## src/rtl/bcd_timer_pkg.sv

```systemverilog
// Shared types and helpers for the BCD countdown timer.
// Holds the FSM state encoding, BCD digit limits and the load-value check.
package bcd_timer_pkg;

  typedef enum logic [1:0] {
    IDLE  = 2'd0,
    RUN   = 2'd1,
    PAUSE = 2'd2,
    DONE  = 2'd3
  } state_t;

  localparam int BCD_FIELD_W = 8;
  localparam int ONES_MAX    = 9;
  localparam int TENS_MAX    = 5;

  // The top field may allow a wider tens range than the base-60 fields below it.
  function automatic logic bcd_field_valid(input logic [7:0] value,
                                           input logic       is_top,
                                           input logic [3:0] top_tens_max);
    logic [3:0] tens_lim;
    tens_lim = is_top ? top_tens_max : 4'(TENS_MAX);
    return (value[3:0] <= 4'(ONES_MAX)) && (value[7:4] <= tens_lim);
  endfunction

endpackage

```

## src/rtl/bcd_field_dec.sv

```systemverilog
// One 8-bit BCD field with load and borrow-driven decrement; registered, 1-clk update.
// Priority clr > ld > borrow_in; borrow_out is combinational so a whole chain settles in one clk.
module bcd_field_dec
  import bcd_timer_pkg::*;
#(
  parameter int TENS_WRAP = TENS_MAX
) (
  input  logic                   clk,
  input  logic                   R,
  input  logic                   clr,
  input  logic                   ld,
  input  logic [BCD_FIELD_W-1:0] ld_val,
  input  logic                   borrow_in,
  output logic [BCD_FIELD_W-1:0] q,
  output logic                   borrow_out,
  output logic                   is_zero
);

  assign is_zero    = (q == '0);
  assign borrow_out = borrow_in & is_zero;

  always_ff @(posedge clk or posedge R) begin
    if (R) begin
      q <= '0;
    end else if (clr) begin
      q <= '0;
    end else if (ld) begin
      q <= ld_val;
    end else if (borrow_in) begin
      if (q[3:0] != 4'd0) begin
        q[3:0] <= q[3:0] - 4'd1;
      end else begin
        q[3:0] <= 4'(ONES_MAX);
        q[7:4] <= (q[7:4] == 4'd0) ? 4'(TENS_WRAP) : q[7:4] - 4'd1;
      end
    end
  end

endmodule

```

## src/rtl/bcd_countdown_timer.sv

```systemverilog
// N-field BCD countdown timer with start/stop/pause, validated per-field load and done/end pulse.
// Optional periodic reload when BCD_COUNTDOWN_AUTO_RELOAD_EN is defined; all outputs registered.
module bcd_countdown_timer
  import bcd_timer_pkg::*;
#(
  parameter int N_FIELDS     = 2,
  parameter int TOP_TENS_MAX = 5
) (
  input  logic                            clk,
  input  logic                            R,
  input  logic                            ce,
  input  logic                            start,
  input  logic                            stop,
  input  logic                            clear,
  input  logic                            load,
  input  logic [1:0]                      sel,
  input  logic [7:0]                      DI,
  output logic [BCD_FIELD_W*N_FIELDS-1:0] Q,
  output logic                            running,
  output logic                            done,
  output logic                            end_pulse,
  output logic                            load_err
);

  state_t state_q, state_d;

  logic [N_FIELDS-1:0][BCD_FIELD_W-1:0] q_f, ld_val;
  logic [N_FIELDS-1:0]                  ld, ld_user, fz, bout;
  logic [N_FIELDS:0]                    borrow;
  logic clr, dec, end_d, err_d, do_load, load_ok, q_zero, q_one, reload;

`ifdef BCD_COUNTDOWN_AUTO_RELOAD_EN
  logic [N_FIELDS-1:0][BCD_FIELD_W-1:0] preset_q;
  logic                                 preset_zero;
  assign preset_zero = (preset_q == '0);
`endif

  assign Q      = q_f;
  assign q_zero = &fz;
  assign q_one  = (Q == (BCD_FIELD_W*N_FIELDS)'(1));
  assign err_d  = do_load & ~load_ok;

  always_comb begin
    load_ok = 1'b0;
    for (int i = 0; i < N_FIELDS; i++) begin
      if (int'(sel) == i) load_ok = bcd_field_valid(DI, i == N_FIELDS - 1, 4'(TOP_TENS_MAX));
    end
  end

  always_comb begin
    state_d = state_q;
    clr     = 1'b0;
    dec     = 1'b0;
    end_d   = 1'b0;
    do_load = 1'b0;
    reload  = 1'b0;
    if (clear) begin
      clr     = 1'b1;
      state_d = IDLE;
    end else begin
      case (state_q)
        IDLE, PAUSE: begin
          if (!stop) begin
            if (start) begin
              if (!q_zero) state_d = RUN;
            end else if (load) begin
              do_load = 1'b1;
            end
          end
        end
        RUN: begin
          if (stop) begin
            state_d = PAUSE;
          end else if (ce) begin
            dec = 1'b1;
            if (q_one) begin
              end_d = 1'b1;
`ifdef BCD_COUNTDOWN_AUTO_RELOAD_EN
              if (!preset_zero) reload = 1'b1;
              else              state_d = DONE;
`else
              state_d = DONE;
`endif
            end
          end
        end
        DONE: begin
          if (!stop && load) begin
            do_load = 1'b1;
            if (load_ok) state_d = IDLE;
          end
        end
        default: state_d = IDLE;
      endcase
    end
  end

  // Reload overrides the decrement because field load wins over borrow_in.
  always_comb begin
    ld_user = '0;
    for (int i = 0; i < N_FIELDS; i++) begin
      ld_val[i] = DI;
      if (do_load && load_ok && int'(sel) == i) ld_user[i] = 1'b1;
    end
    ld = ld_user;
`ifdef BCD_COUNTDOWN_AUTO_RELOAD_EN
    if (reload) begin
      ld     = '1;
      ld_val = preset_q;
    end
`endif
  end

  assign borrow[0] = dec;

  // A borrow out of the top field would wrap the count; pin it at zero instead.
  for (genvar i = 0; i < N_FIELDS; i++) begin : g_field
    bcd_field_dec #(
      .TENS_WRAP((i == N_FIELDS - 1) ? TOP_TENS_MAX : TENS_MAX)
    ) u_field (
      .clk       (clk),
      .R         (R),
      .clr       (clr | borrow[N_FIELDS]),
      .ld        (ld[i]),
      .ld_val    (ld_val[i]),
      .borrow_in (borrow[i]),
      .q         (q_f[i]),
      .borrow_out(bout[i]),
      .is_zero   (fz[i])
    );
    assign borrow[i+1] = bout[i];
  end

`ifdef BCD_COUNTDOWN_AUTO_RELOAD_EN
  always_ff @(posedge clk or posedge R) begin
    if (R) begin
      preset_q <= '0;
    end else if (clr) begin
      preset_q <= '0;
    end else begin
      for (int i = 0; i < N_FIELDS; i++) begin
        if (ld_user[i]) preset_q[i] <= DI;
      end
    end
  end
`endif

  always_ff @(posedge clk or posedge R) begin
    if (R) begin
      state_q   <= IDLE;
      running   <= 1'b0;
      done      <= 1'b0;
      end_pulse <= 1'b0;
      load_err  <= 1'b0;
    end else begin
      state_q   <= state_d;
      running   <= (state_d == RUN);
      done      <= (state_d == DONE);
      end_pulse <= end_d;
      load_err  <= err_d;
    end
  end

endmodule

```

## config.mk

```make
export PLATFORM = sky130hd
export DESIGN_NAME = bcd_countdown_timer
export DESIGN_NICKNAME = d
export VERILOG_FILES = /design/src/rtl/bcd_timer_pkg.sv /design/src/rtl/bcd_field_dec.sv /design/src/rtl/bcd_countdown_timer.sv
export SDC_FILE = /design/constraint.sdc
export NUM_CORES = 1
export LEC_CHECK = 0
export CAP_MARGIN = 20
export CORE_MARGIN = 10
export CORE_UTILIZATION = 48
export DETAILED_ROUTE_END_ITERATION = 8
export PLACE_DENSITY = 0.78
export SLEW_MARGIN = 15
export SYNTH_ARGS = -nofsm -noshare
export SYNTH_HDL_FRONTEND = slang
export SYNTH_SLANG_ARGS = --single-unit
export TNS_END_PERCENT = 10
```

## constraint.sdc

```tcl
create_clock -name clk -period 2.3 [get_ports clk]
set_input_delay 0.46 -clock clk [delete_from_list [all_inputs] [get_ports clk]]
set_output_delay 0.46 -clock clk [all_outputs]
set_load 0.02 [all_outputs]
```

## After elaboration in Yosys (flattened, before gate mapping)

Cells that the tools add are included.

| operators by class | value |
|---|---|
| add/subtract/negate cells | 4 |
| magnitude comparators | 2 |
| equality and inequality tests | 9 |
| muxes and demuxes | 42 |
| bitwise logic cells | 5 |
| reductions and logical operators | 20 |

Operators by type and width:

| operator | number |
|---|---|
| 8-bit two-way mux | 6 |
| 4-bit two-way mux | 6 |
| 1-bit two-way mux | 19 |
| 2-bit two-way mux | 9 |
| 16-bit by 1-bit equality test with 1-bit output (second input constant) | 1 |
| 8-bit logical NOT | 2 |
| 4-bit by 1-bit subtractor with 4-bit output (second input constant) | 4 |
| 2-bit equality test (second input constant) | 4 |
| 4-bit logical NOT | 2 |
| 4-bit nonzero test | 2 |
| 2-bit case mux with 3 select lines | 1 |
| 2-bit AND reduction | 3 |
| 3-bit nonzero test | 2 |
| 1-bit logical AND | 5 |
| 2-bit by 1-bit equality test with 1-bit output (second input constant) | 2 |
| 4-bit by 3-bit <= comparator with 1-bit output (second input constant) | 1 |
| 4-bit <= comparator (second input constant) | 1 |
| 2-bit logical NOT | 2 |
| 1-bit bitwise AND | 3 |
| 3-bit by 1-bit inequality test with 1-bit output (second input constant) | 1 |
| 3-bit by 2-bit inequality test with 1-bit output (second input constant) | 1 |
| 1-bit case mux with 2 select lines | 1 |
| 2-bit OR reduction | 1 |
| 1-bit logical NOT | 1 |
| 2 further kinds | 2 |

| word-level totals | value |
|---|---|
| register bits | 22 |
| input port bits | 17 |
| output and inout bits | 20 |

## Depth between registers and ports, before layout

| logic depth | value |
|---|---|
| depth after elaboration | 10 |
| depth in mapped cells | 7 |

## Cells and area by module

A second synthesis with hierarchy kept.

| unflattened totals | value |
|---|---|
| cell total of the unflattened synthesis | 158 |
| area, all modules | 1400.1 um^2 |

By module, submodules not included:

| module | instances | cells an instance | area an instance (um^2) | sequential area each (um^2) |
|---|---|---|---|---|
| bcd_field_dec | 2 | 57 | 481.7 | 200.2 |
| bcd_countdown_timer | 1 | 44 | 436.7 | 150.1 |

## Worst setup path before layout

No wires, ideal clock.

| timing path | value |
|---|---|
| path type | register to register |
| start point | register g_field[0].u_field.q[4] |
| end point | register g_field[1].u_field.q[7] |
| data arrival time | 2003 ps |
| required time | 2196 ps |
| slack | 194 ps |
| cell stages (with the launch flop) | 8 |
| buffers on the path | 0 |
| period minus slack after synthesis | 2106 ps |
| cell sequence | dfrtp_1 inv_1 ha_1 nor3b_1 and2_1 nand3_1 or3_1 a221oi_1 |

| on the way | value |
|---|---|
| longest elaborated chain between the ends | 6 |
| elaborated cells on any way between the ends | 8 |
| those cells by class | 1 x eq/ne; 1 x mux; 3 x bitwise; 3 x reduce/logical |

RTL lines:

| item | line | text |
|---|---|---|
| start, declared | bcd_field_dec.sv:14 | `output logic [BCD_FIELD_W-1:0] q,` |
| start signal, assigned | bcd_field_dec.sv:28 | `q <= ld_val;` |
| start signal, assigned | bcd_field_dec.sv:34 | `q[7:4] <= (q[7:4] == 4'd0) ? 4'(TENS_WRAP) : q[7:4] - 4'd1;` |
| 8-bit logical NOT (*) | bcd_field_dec.sv:19 | `assign is_zero = (q == '0);` |
| 1-bit bitwise AND (*) | bcd_field_dec.sv:20 | `assign borrow_out = borrow_in & is_zero;` |
| 1-bit bitwise AND | bcd_field_dec.sv:20 |  |
| 1-bit bitwise OR | bcd_countdown_timer.sv:123 | `.clr (clr \| borrow[N_FIELDS]),` |
| 3-bit by 2-bit inequality test with 1-bit output (no source line) or 3-bit nonzero test (tied branches) | -- |  |
| 2-bit AND reduction (no source line) | -- |  |
| end signal, assigned | bcd_field_dec.sv:28 |  |
| end signal, assigned | bcd_field_dec.sv:34 |  |
| end, declared | bcd_field_dec.sv:14 |  |

Every way passes the cells marked *; elsewhere a longest branch is shown, timed or not.
A chain may end at the register's enable or synchronous reset.

## Worst setup path after layout

| timing path | value |
|---|---|
| start point | input port load |
| end point | register g_field[1].u_field.q[1] |

| on the way | value |
|---|---|
| longest elaborated chain between the ends | 10 |
| elaborated cells on any way between the ends | 13 |
| those cells by class | 9 x mux; 4 x reduce/logical |

RTL lines:

| item | line | text |
|---|---|---|
| start, declared | bcd_countdown_timer.sv:15 | `input logic load,` |
| 1-bit two-way mux | bcd_countdown_timer.sv:66 | `end else if (load) begin` |
| 1-bit two-way mux | bcd_countdown_timer.sv:64 | `if (start) begin` |
| 1-bit two-way mux | bcd_countdown_timer.sv:63 | `if (!stop) begin` |
| 1-bit case mux with 2 select lines (*) | bcd_countdown_timer.sv:61 | `case (state_q)` |
| 1-bit two-way mux (*) | bcd_countdown_timer.sv:57 | `if (clear) begin` |
| 1-bit logical AND (*) (2 in a row) | bcd_countdown_timer.sv:103 | `if (do_load && load_ok && int'(sel) == i) ld_user[i] = 1'b1;` |
| 1-bit two-way mux (*) | bcd_countdown_timer.sv:103 |  |
| 8-bit two-way mux | bcd_field_dec.sv:27 | `end else if (ld) begin` |
| 8-bit two-way mux | bcd_field_dec.sv:25 | `end else if (clr) begin` |
| end signal, assigned | bcd_field_dec.sv:28 |  |
| end signal, assigned | bcd_field_dec.sv:31 | `q[3:0] <= q[3:0] - 4'd1;` |
| end signal, assigned | bcd_field_dec.sv:33 | `q[3:0] <= 4'(ONES_MAX);` |

Marked as above.

==> flow_metrics.py <==
metrics = {
    "final_layout": {
        "layout-drive-gt1-share_pct": 14.35,
        "final_common_cell": "clkdlybuf4s50_1",
        "final_cell_mix": "clkdlybuf4s50_1, dfrtp_1, buf_4",
        "area_growth_pct": 42.24,
        "diodes": 0,
        "fill_cells": 225,
        "final_area_um2": 2006,
        "final_net_count": 239,
    },
    "die": {
        "start_util_pct": 50.70,
        "fp.dieW_um": 74.20,
        "rows": 19,
        "core_um2": 2781,
        "dieHeight_um": 74.20,
        "ios": 37,
        "dieArea_um2": 5506,
    },
    "sta": {
        "rsz0062_at_grt": "false",
        "final-hold-violation-count": 0,
        "fmax_mhz": 456.2,
        "fin_setup_tns_ns": 0,
        "setup_viol": 0,
        "period_share_pct": 95.31,
        "fin_crit_ns": 2.192,
        "skew_ns": 0.001880,
        "maxSlewViolCount": 0,
        "setup_slack_ns": 0.1078,
        "worst_slew_pin_slew_ns": 0.3882,
        "relSlewSlack_pct": 74.12,
    },
    "worst_setup_path": {
        "path_buf_inv": 2,
        "critPathMaxStageDelay_ns": 0.46,
        "path_delay_family": "buffers and inverters",
        "critPathKind": "in -> reg",
        "cp.required_ns": 2.54,
        "critPathLaunchType": "input pin",
        "worst_ep_arrival_time_ns": 2.43,
        "end_kind": "flop",
        "path_cells": "clkdlybuf4s50_1 -> or3b_4 -> a2111oi_4 -> buf_4 -> a221oi_2 -> or2_1 -> o21ai_1",
        "critPathSlowestCell": "clkdlybuf4s50_1",
        "path_max_fanout": 6,
    },
    "cts": {
        "path_clk_slew_ns": 0.13,
        "clockRootBuffer": "clkbuf_4",
        "cts_inserted_buffers": 3,
        "ctsHoldBuffers": 0,
        "cts-resized-gates": 0,
        "cts_num_sinks": 22,
        "htree_levels": 1,
        "cts_buffer_depth": 2,
        "postCtsSetupRepairBufs": 0,
        "clkLatencyLatePin_ns": 0.31,
        "cts_tree": "done",
    },
    "routing": {
        "drtIter0Drc": 106,
        "drt-wirelength-per-cell_um": 16.67,
        "route.detailed.drc": 0,
        "viasPerCell": 5.640,
        "wirelength_um": 4117,
        "detail_route.first_pass.iterations": 4,
        "ant_nets": 0,
        "via_count": 1393,
    },
    "global_routing": {
        "antenna_found_initial": 0,
        "grt_use_met3_pct": 3.191,
        "grt-ovfl-total": 0,
        "use_met1_pct": 18.20,
        "grtUsageTotal_pct": 15.24,
        "grt_util_met2_pct": 26.80,
        "grt_pass1_wl_um": 6789,
        "grt_pass1_vias": 1467,
        "busiest_layer": "met2",
        "grt_max_degree": 23,
    },
    "yosys": {
        "async_flop_share_pct": 100.0,
        "synth_xor_area_share_pct": 1.242,
        "synth_top_family_by_area": "simple AND/OR/NAND/NOR gates",
        "syn_nets": 181,
        "syn_inst": 159,
        "ys.flop_type": "dfrtp_1",
        "synthAdderAreaFrac_pct": 4.437,
        "synth-edff-count": 0,
        "syn_area_um2": 1410,
        "avgSynthCellArea_um2": 8.869,
        "ys_seq_area_share_pct": 39.04,
        "ys_types": 39,
        "synth_simple_gate_area_share_pct": 25.55,
        "synth-seq-cells": 22,
        "yosys_warnings": 0,
        "synth_mux_area_share_pct": 4.969,
        "synth-compound-area-share_pct": 20.76,
    },
    "outcome": {
        "status": "finished, final reports clean",
    },
    "placed_design": {
        "io_buffers": 36,
        "dp_slack_ns": -0.2135,
        "hpwl_um": 3310,
        "place_area_um2": 1948,
        "place.gp.congestion": 0.8349,
    },
    "power": {
        "ir_drop_uv": 409.4,
        "p_leak_nw": 0.8741,
        "powerDensity_nw_per_um2": 582.9,
    },
    "run": {
        "drv_cap": 0,
    },
    "hold_path": {
        "hold_class": "in -> async",
    },
}
==> cell usage after synthesis (3+ instances only) <==
library cell,count,area [µm²]
nor3_1,8,40.04
or3_1,3,18.77
nor2b_1,4,25.02
mux2i_1,7,70.07
o21ai_0,5,25.02
o21bai_1,3,22.52
nand2_1,16,60.06
o21ai_1,4,20.02
a21oi_1,6,30.03
nor3b_1,6,45.04
inv_1,12,45.04
ha_1,5,62.56
dfrtp_1,22,550.5
nand3_1,7,35.03
nor2_1,13,48.80
a211oi_1,7,52.55
==> worst register-to-register path: stages, from the launching register on <==
cell and delay, ns:
dfrtp_1 0.46, inv_1 0.08, ha_1 0.18, nor3b_1 0.33
and3_1 0.25, nand3_1 0.10, or3_1 0.33, a221oi_1 0.28
==> per-layer routing <==
metal  part of all wire (%)  up-vias
met5                      0        -
met4                   0.41        0
li1                       -      690
met3                    5.9        2
met1                     42      668
met2                     51       33
==> layout make-up <==
type                            instances  area (µm²)  share of cell area (%)
Clock buffer                            3       22.52                   1.123
Timing Repair Buffer                   56       510.5                   25.45
Sequential cell                        22       550.5                   27.45
Tap cell                               31       38.79                   1.934
Clock inverter                          1       30.03                   1.497
Multi-Input combinational cell        122       808.3                   40.30
Inverter                               12       45.04                   2.246
==> cell families after synthesis <==
| kind of cell | Yosys count |
|---|---|
| simple gates | 70 |
| compound gates | 38 |
| flops | 22 |
| buf+inv | 15 |
| mux | 7 |
| fa+ha+maj | 5 |
| xor+xnor | 2 |
==> sequential cells by signal, summed over array words and instances (netlist names) <==
register           count
end_pulse              1
done                   1
running                1
g_field.u_field.q     16
state_q                2
load_err               1
==> path summary, 6_finish.rpt <==
kind	startpoint	endpoint	slack (ns)	depth (start not counted)
max	load	g_field[1].u_field.q[1]$_DFFE_PP0P_	0.11	7
min	R	g_field[1].u_field.q[3]$_DFFE_PP0P_	0.47	3
max reg2reg	g_field[0].u_field.q[0]$_DFFE_PP0P_	g_field[1].u_field.q[7]$_DFFE_PP0P_	0.20	7
min reg2reg	g_field[1].u_field.q[4]$_DFFE_PP0P_	g_field[1].u_field.q[4]$_DFFE_PP0P_	0.56	2
max in group asynchronous	R	g_field[0].u_field.q[7]$_DFFE_PP0P_	1.61	3
min in group clk	g_field[1].u_field.q[4]$_DFFE_PP0P_	g_field[1].u_field.q[4]$_DFFE_PP0P_	0.56	2
==> where the power goes <==
group	switching, mW	internal [mW]	leakage, nW
registers	0.0420	0.420	0.298
logic	0.210	0.200	0.548
clock network	0.122	0.176	0.0279
==> through the flow <==
step	utilization, %	hold WS (ns)	power [mW]	cells
final	72.11	0.4660	1.169	247
after CTS	71.93	0.4627	1.174	247
after global placement	70.04	0.5102	0.8530	243
after detailed placement	70.04	0.5296	0.8743	243
after global routing	72.11	0.4740	1.234	247
after floorplan	-	0.4492	0.6784	159
Power figures use the tool's default switching activity.
